$ cat src/rtl/ddr2_arb_pkg.sv
// rtl/ddr2_arb_pkg.sv - shared widths, FSM states and command record for the DDR2 local arbiter
package ddr2_arb_pkg;

  localparam int DEF_ADDR_W = 23;
  localparam int DEF_DATA_W = 64;

  typedef enum logic [1:0] {
    ST_IDLE,
    ST_ARB,
    ST_ISSUE
  } arb_state_t;

  typedef struct packed {
    logic [DEF_ADDR_W-1:0] addr;
    logic [DEF_DATA_W-1:0] wdata;
    logic                  wr;
    logic                  id;
  } arb_cmd_t;

endpackage

$ cat src/rtl/ddr2_tag_fifo.sv
// rtl/ddr2_tag_fifo.sv - in-order 1-bit client-id FIFO for outstanding reads
module ddr2_tag_fifo #(
  parameter int DEPTH = 8
) (
  input  logic clk,
  input  logic rst,
  input  logic push_i,
  input  logic push_data_i,
  input  logic pop_i,
  output logic full_o,
  output logic empty_o,
  output logic head_o
);

  localparam int PW = $clog2(DEPTH);

  logic [PW-1:0] wr_ptr_q, wr_ptr_d;
  logic [PW-1:0] rd_ptr_q, rd_ptr_d;
  logic [PW:0]   count_q, count_d;
  logic          mem_q [DEPTH];
  logic          do_push;
  logic          do_pop;

  assign full_o  = (count_q == (PW+1)'(DEPTH));
  assign empty_o = (count_q == '0);
  assign head_o  = mem_q[rd_ptr_q];

  // A push into a full FIFO is still taken when a pop frees the slot in the same cycle.
  assign do_pop  = pop_i & ~empty_o;
  assign do_push = push_i & (~full_o | do_pop);

  always_comb begin
    wr_ptr_d = wr_ptr_q;
    rd_ptr_d = rd_ptr_q;
    count_d  = count_q;
    if (do_push) wr_ptr_d = wr_ptr_q + PW'(1);
    if (do_pop)  rd_ptr_d = rd_ptr_q + PW'(1);
    if (do_push && !do_pop)      count_d = count_q + (PW+1)'(1);
    else if (!do_push && do_pop) count_d = count_q - (PW+1)'(1);
  end

  always_ff @(posedge clk or posedge rst) begin
    if (rst) begin
      wr_ptr_q <= '0;
      rd_ptr_q <= '0;
      count_q  <= '0;
    end else begin
      wr_ptr_q <= wr_ptr_d;
      rd_ptr_q <= rd_ptr_d;
      count_q  <= count_d;
    end
  end

  always_ff @(posedge clk) begin
    if (do_push) mem_q[wr_ptr_q] <= push_data_i;
  end

endmodule

$ cat src/rtl/ddr2_local_arbiter.sv
// rtl/ddr2_local_arbiter.sv - two-client round-robin arbiter in front of the DDR2 controller local interface
module ddr2_local_arbiter
  import ddr2_arb_pkg::*;
#(
  parameter int ADDR_W    = DEF_ADDR_W,
  parameter int DATA_W    = DEF_DATA_W,
  parameter int TAG_DEPTH = 8
) (
  input  logic              clk,
  input  logic              rst,
  input  logic              req_0,
  input  logic              req_1,
  input  logic              wr_0,
  input  logic              wr_1,
  input  logic [ADDR_W-1:0] addr_0,
  input  logic [ADDR_W-1:0] addr_1,
  input  logic [DATA_W-1:0] wdata_0,
  input  logic [DATA_W-1:0] wdata_1,
  output logic              ack_0,
  output logic              ack_1,
  output logic              rvalid_0,
  output logic              rvalid_1,
  output logic [DATA_W-1:0] rdata,
  output logic [ADDR_W-1:0] local_address,
  output logic              local_write_req,
  output logic              local_read_req,
  output logic [DATA_W-1:0] local_wdata,
  input  logic              local_ready,
  input  logic [DATA_W-1:0] local_rdata,
  input  logic              local_rdata_valid,
  input  logic              local_init_done,
  output logic              tag_err
);

  arb_state_t state_q, state_d;
  arb_cmd_t   cmd_q, cmd_d;
  logic       prio_q, prio_d;
  logic       ack_0_q, ack_1_q;
  logic       tag_err_q;
  logic       grant, gnt_id;
  logic       elig_0, elig_1;
  logic       tag_push;
  logic       fifo_full, fifo_empty, fifo_head;
  logic       issuing;

  // A read needs a free tag slot; writes never do.
  assign elig_0 = req_0 & (wr_0 | ~fifo_full);
  assign elig_1 = req_1 & (wr_1 | ~fifo_full);

  always_comb begin
    state_d  = state_q;
    cmd_d    = cmd_q;
    prio_d   = prio_q;
    grant    = 1'b0;
    gnt_id   = 1'b0;
    tag_push = 1'b0;
    case (state_q)
      ST_IDLE: begin
        if (local_init_done) state_d = ST_ARB;
      end
      ST_ARB: begin
        if (!local_init_done) begin
          state_d = ST_IDLE;
        end else if (elig_0 | elig_1) begin
          grant       = 1'b1;
          gnt_id      = (elig_0 & elig_1) ? prio_q : elig_1;
          cmd_d.addr  = gnt_id ? DEF_ADDR_W'(addr_1)  : DEF_ADDR_W'(addr_0);
          cmd_d.wdata = gnt_id ? DEF_DATA_W'(wdata_1) : DEF_DATA_W'(wdata_0);
          cmd_d.wr    = gnt_id ? wr_1 : wr_0;
          cmd_d.id    = gnt_id;
          prio_d      = ~gnt_id;
          state_d     = ST_ISSUE;
        end
      end
      ST_ISSUE: begin
        if (local_ready) begin
          tag_push = ~cmd_q.wr;
          state_d  = local_init_done ? ST_ARB : ST_IDLE;
        end
      end
      default: state_d = ST_IDLE;
    endcase
  end

  always_ff @(posedge clk or posedge rst) begin
    if (rst) begin
      state_q   <= ST_IDLE;
      cmd_q     <= '0;
      prio_q    <= 1'b0;
      ack_0_q   <= 1'b0;
      ack_1_q   <= 1'b0;
      tag_err_q <= 1'b0;
    end else begin
      state_q   <= state_d;
      cmd_q     <= cmd_d;
      prio_q    <= prio_d;
      ack_0_q   <= grant & ~gnt_id;
      ack_1_q   <= grant & gnt_id;
      tag_err_q <= tag_err_q | (local_rdata_valid & fifo_empty);
    end
  end

  ddr2_tag_fifo #(
    .DEPTH (TAG_DEPTH)
  ) u_tag_fifo (
    .clk         (clk),
    .rst         (rst),
    .push_i      (tag_push),
    .push_data_i (cmd_q.id),
    .pop_i       (local_rdata_valid),
    .full_o      (fifo_full),
    .empty_o     (fifo_empty),
    .head_o      (fifo_head)
  );

  assign issuing         = (state_q == ST_ISSUE);
  assign local_write_req = issuing & cmd_q.wr;
  assign local_read_req  = issuing & ~cmd_q.wr;
  assign local_address   = ADDR_W'(cmd_q.addr);
  assign local_wdata     = DATA_W'(cmd_q.wdata);

  assign ack_0    = ack_0_q;
  assign ack_1    = ack_1_q;
  assign tag_err  = tag_err_q;
  assign rdata    = local_rdata;
  assign rvalid_0 = local_rdata_valid & ~fifo_empty & ~fifo_head;
  assign rvalid_1 = local_rdata_valid & ~fifo_empty & fifo_head;

endmodule
$ cat config.mk
export PLATFORM = sky130hd
export DESIGN_NAME = ddr2_local_arbiter
export DESIGN_NICKNAME = d
export VERILOG_FILES = /design/src/rtl/ddr2_arb_pkg.sv /design/src/rtl/ddr2_tag_fifo.sv /design/src/rtl/ddr2_local_arbiter.sv
export SDC_FILE = /design/constraint.sdc
export NUM_CORES = 1
export LEC_CHECK = 0
export CAP_MARGIN = 20
export CORE_AREA = 2 2 156 158
export CTS_CLUSTER_SIZE = 20
export DETAILED_ROUTE_END_ITERATION = 8
export DIE_AREA = 0 0 158 160
export DONT_BUFFER_PORTS = 1
export HOLD_SLACK_MARGIN = 0.06
export PLACE_DENSITY_LB_ADDON = 0.1
export SETUP_SLACK_MARGIN = 0.02
export SLEW_MARGIN = 40
export SYNTH_ARGS = -nofsm -noshare
export SYNTH_HDL_FRONTEND = slang
export SYNTH_SLANG_ARGS = --single-unit
$ cat constraint.sdc
create_clock -name clk -period 4.8 [get_ports clk]
set_input_delay 0.96 -clock clk [delete_from_list [all_inputs] [get_ports clk]]
set_output_delay 0.96 -clock clk [all_outputs]
set_load 0.03 [all_outputs]
==> key figures <==
Timing
  – Worst-margin pin slew: 841 ps
  – Final Hold Viols: 0
  – Slew Limit Fails: 0
  – Worst Skew: ~13 ps
  – RSZ-0062 raised after global routing: no
  – Crit share post-route: 0.652
  – FMAX: between 0.3 and 0.4 GHz
  – Slew margin rel.: 0.439
  – Post-layout min period: roughly 3100 ps
  – Final setup viols: 0
  – Setup TNS Final: 0 ps

Power
  – Power, Total: 4480 µW
  – Switching Share: 0.432
  – Flop pwr share: 0.542
  – Switching power: 1940 µW
  – Clk pwr share: 0.261
  – Lkg Pwr: 0.00240 µW
  – Internal power: roughly 2500 µW
  – Part of the power in combinational logic: 0.197
  – IR drop worst, VDD: between 0.2 and 0.25 mV
  – Pwr Density: 728 nW/µm²

Global routing
  – Most Used Layer, Global Route: met2
  – Initial antenna violation count: 3
  – Vias in the first global route: around 4,000
  – Global Route Usage Sum: 0.146
  – Pin count of the biggest net entering global routing: 90
  – GR Layer Usage met2: 0.249
  – Met1 Use GR: 0.164
  – Remaining Overflow, GRT: 0
  – Global-route wire length before repair: between 20 and 30 mm
  – Met3 usage in global routing: 0.0537

Yosys
  – Proportion of synthesized area in mux cells: 0.0135
  – Syn. warnings: 0
  – Gate count after technology mapping: about 560
  – Synth Area per Inst: around 12 µm²
  – Xor/xnor cell area share of the yosys netlist: 0.00675
  – Number of synthesized register bits: approximately 110
  – Post-synth EDFFs: 8
  – Post-synthesis adder-cell area fraction: 0.0127
  – Sequential area share after synthesis: 0.442
  – Post-synth ARST share: 0.929
  – Distinct cells, synth: 39
  – Synthesized net count: approximately 820
  – Compound-cell area share of the yosys netlist: 0.158
  – Combinational family with the most area after synthesis: buffers and inverters
  – Synth Cell Area: 6490 µm²
  – Simple-Gate Fraction of Synth Area: 0.140
  – Synth Flop Type: dfrtp_1

Clock tree
  – CTS resizes: 0
  – CTS Buf Count: 17
  – Sink Count: 113
  – Clk Latency, worst-skew pair: ~410 ps
  – CTS tree: built
  – CTS Buffer Depth: 2
  – Maximum level of the CTS H-tree: 4
  – Post-CTS Setup Bufs: 0
  – Clock transition at path regs: 60 ps
  – Clock root buffer: clkbuf_16
  – Hold-fix buffers, CTS: 0

Final layout
  – Nets: roughly 650
  – Post-Route Utilization: 0.258
  – Share of post-route cells with drive strength above 1: 0.146
  – Design area: slightly above 6000 µm²
  – Synth-to-Final Area Change: -5.19%

Floorplan
  – Die area: 25,300 µm²
  – Die extent in x: between 150 and 200 µm
  – Die H: 160 µm
  – Core ar.: 23,800 µm²
  – Initial core utilization: 0.272
  – IO Pins: about 410
  – Rows: 57

Place
  – Instance area at placement: roughly 5600 µm²
  – Port Buffer Count: 0
  – Hpwl dp: 13.1 mm
  – GP Congestion: approximately 0.74

Worst setup path
  – Critical setup path kind: reg -> reg
  – Crit path launch type: register
  – Setup crit start: u_tag_fifo.count_q[0]$_DFFE_PP0P_
  – Crit. End Element: register
  – R2R Path Start: u_tag_fifo.count_q[0]$_DFFE_PP0P_
  – Crit path DAT: ~3400 ps
  – FF-to-FF path depth: 9
  – Crit Path Max Fanout: 6
  – Data required, critical path: roughly 5100 ps

Drt
  – Drt initial violations: 260
  – DRT antenna net count: 0
  – WL/cell: between 20 and 30 µm
  – Post-route DRC violation count: 0
  – Routed wire length: between 15 and 20 mm
  – Vias/cell: roughly 5
  – First-pass iteration count of the detailed router: 4
  – Vias: 3,799

Hold path
  – HP Class: in -> async

Outcome
  – Status: finished clean

Flow run
  – Maxcap violations: 0
kinds of logic (layout without fill, tap and decap cells):
| logic type | Yosys count | in the layout |
|---|---|---|
| AND/OR/NAND/NOR | 128 | 128 |
| buffers and inverters | 199 | 48 |
| flip-flops | 113 | 113 |
| XOR/XNOR | 5 | 5 |
| multiplexers | 6 | 6 |
| other | 0 | 2 |
| AO/OA/AOI/OAI | 106 | 106 |
| adder cells (fa/ha/maj) | 6 | 6 |
sequential cells by signal, indices dropped and copies added (netlist names):
signal and cells:
local_address 23, u_tag_fifo.mem_q 8, local_wdata 64, ack_0 1, prio_q 1, tag_err 1
u_tag_fifo.wr_ptr_q 3, cmd_q 2, u_tag_fifo.rd_ptr_q 3, state_q 2, ack_1 1, u_tag_fifo.count_q 4
per-layer routing:
layer,up-vias,share of wire
met5,-,0.00069
met4,2,0.025
met3,57,0.078
met2,188,0.52
met1,1955,0.38
li1,1597,-
critical path, cell delays in order (launching register included):
cell and delay [ps]:
dfrtp_1 460, or4b_4 620, o211ai_1 280, inv_1 150, ha_1 250, inv_1 160
ha_1 260, a21o_1 210, a2111oi_0 450, o31ai_1 150
cell usage after synthesis (all sizes together) (3+ instances only):
cell type	instances	area share
a21o	4	0.0046
a221o	88	0.14
buf	187	0.22
clkbuf	6	0.0035
dfrtp	105	0.40
edfxtp	8	0.037
ha	5	0.0096
inv	6	0.0035
nand2	13	0.0075
nand2b	5	0.0048
nor2	10	0.0058
nor3	5	0.0039
nor3b	89	0.11
o211ai	3	0.0064
o21ai	5	0.0039
xnor2	4	0.0054
final timing paths:
check	to	slack, ps
setup / recovery	u_tag_fifo.count_q[3]$_DFFE_PP0P_	1670
hold / removal	u_tag_fifo.rd_ptr_q[0]$_DFFE_PP0P_	470
setup reg to reg	u_tag_fifo.count_q[3]$_DFFE_PP0P_	1670
hold reg to reg	u_tag_fifo.rd_ptr_q[2]$_DFFE_PP0P_	490
max in group asynchronous	local_address[11]$_DFFE_PP0P_	3440
min in group clk	u_tag_fifo.rd_ptr_q[2]$_DFFE_PP0P_	490
layout by cell type, fill, tap and decap left out, types with 6 or more instances in the layout:
cell,n
a221o_1,88
nor3b_2,9
clkbuf_16,18
edfxtp_1,8
nand2_1,13
dfrtp_1,105
nor3b_1,80
nor2_1,10
clkinv_2,6
metrics by stage:
stage | worst slack [ps] | hold WS, ps | instances
after global placement | 1820 | 486 | 699
final | 1670 | 474 | 738
after floorplan | 1080 | 463 | 563
after global routing | 1400 | 505 | 738
after CTS | 1680 | 491 | 735
after detailed placement | 1710 | 482 | 703
final cells by class:
type	count	area [µm²]
Antenna cell	2	5.00
Clock buffer	22	485
Clock inverter	10	60.1
Fill cell	2553	17700
Inverter	6	27.5
Multi-Input combinational cell	251	2160
Sequential cell	113	2870
Tap cell	324	405
Timing Repair Buffer	10	141
power groups by stage:
| stage | Combinational (µW) | Clock [µW] | Sequential, µW |
|---|---|---|---|
| 2_1_floorplan | 2050 | 0 | 1580 |
| 3_3_place_gp | 828 | 0 | 2460 |
| 5_1_grt | 973 | 1260 | 2480 |
| 6_report | 881 | 1170 | 2430 |
| 4_1_cts | 895 | 1210 | 2440 |
| 3_5_place_dp | 894 | 0 | 2450 |
Note: power is estimated with default switching activity, not from simulation.
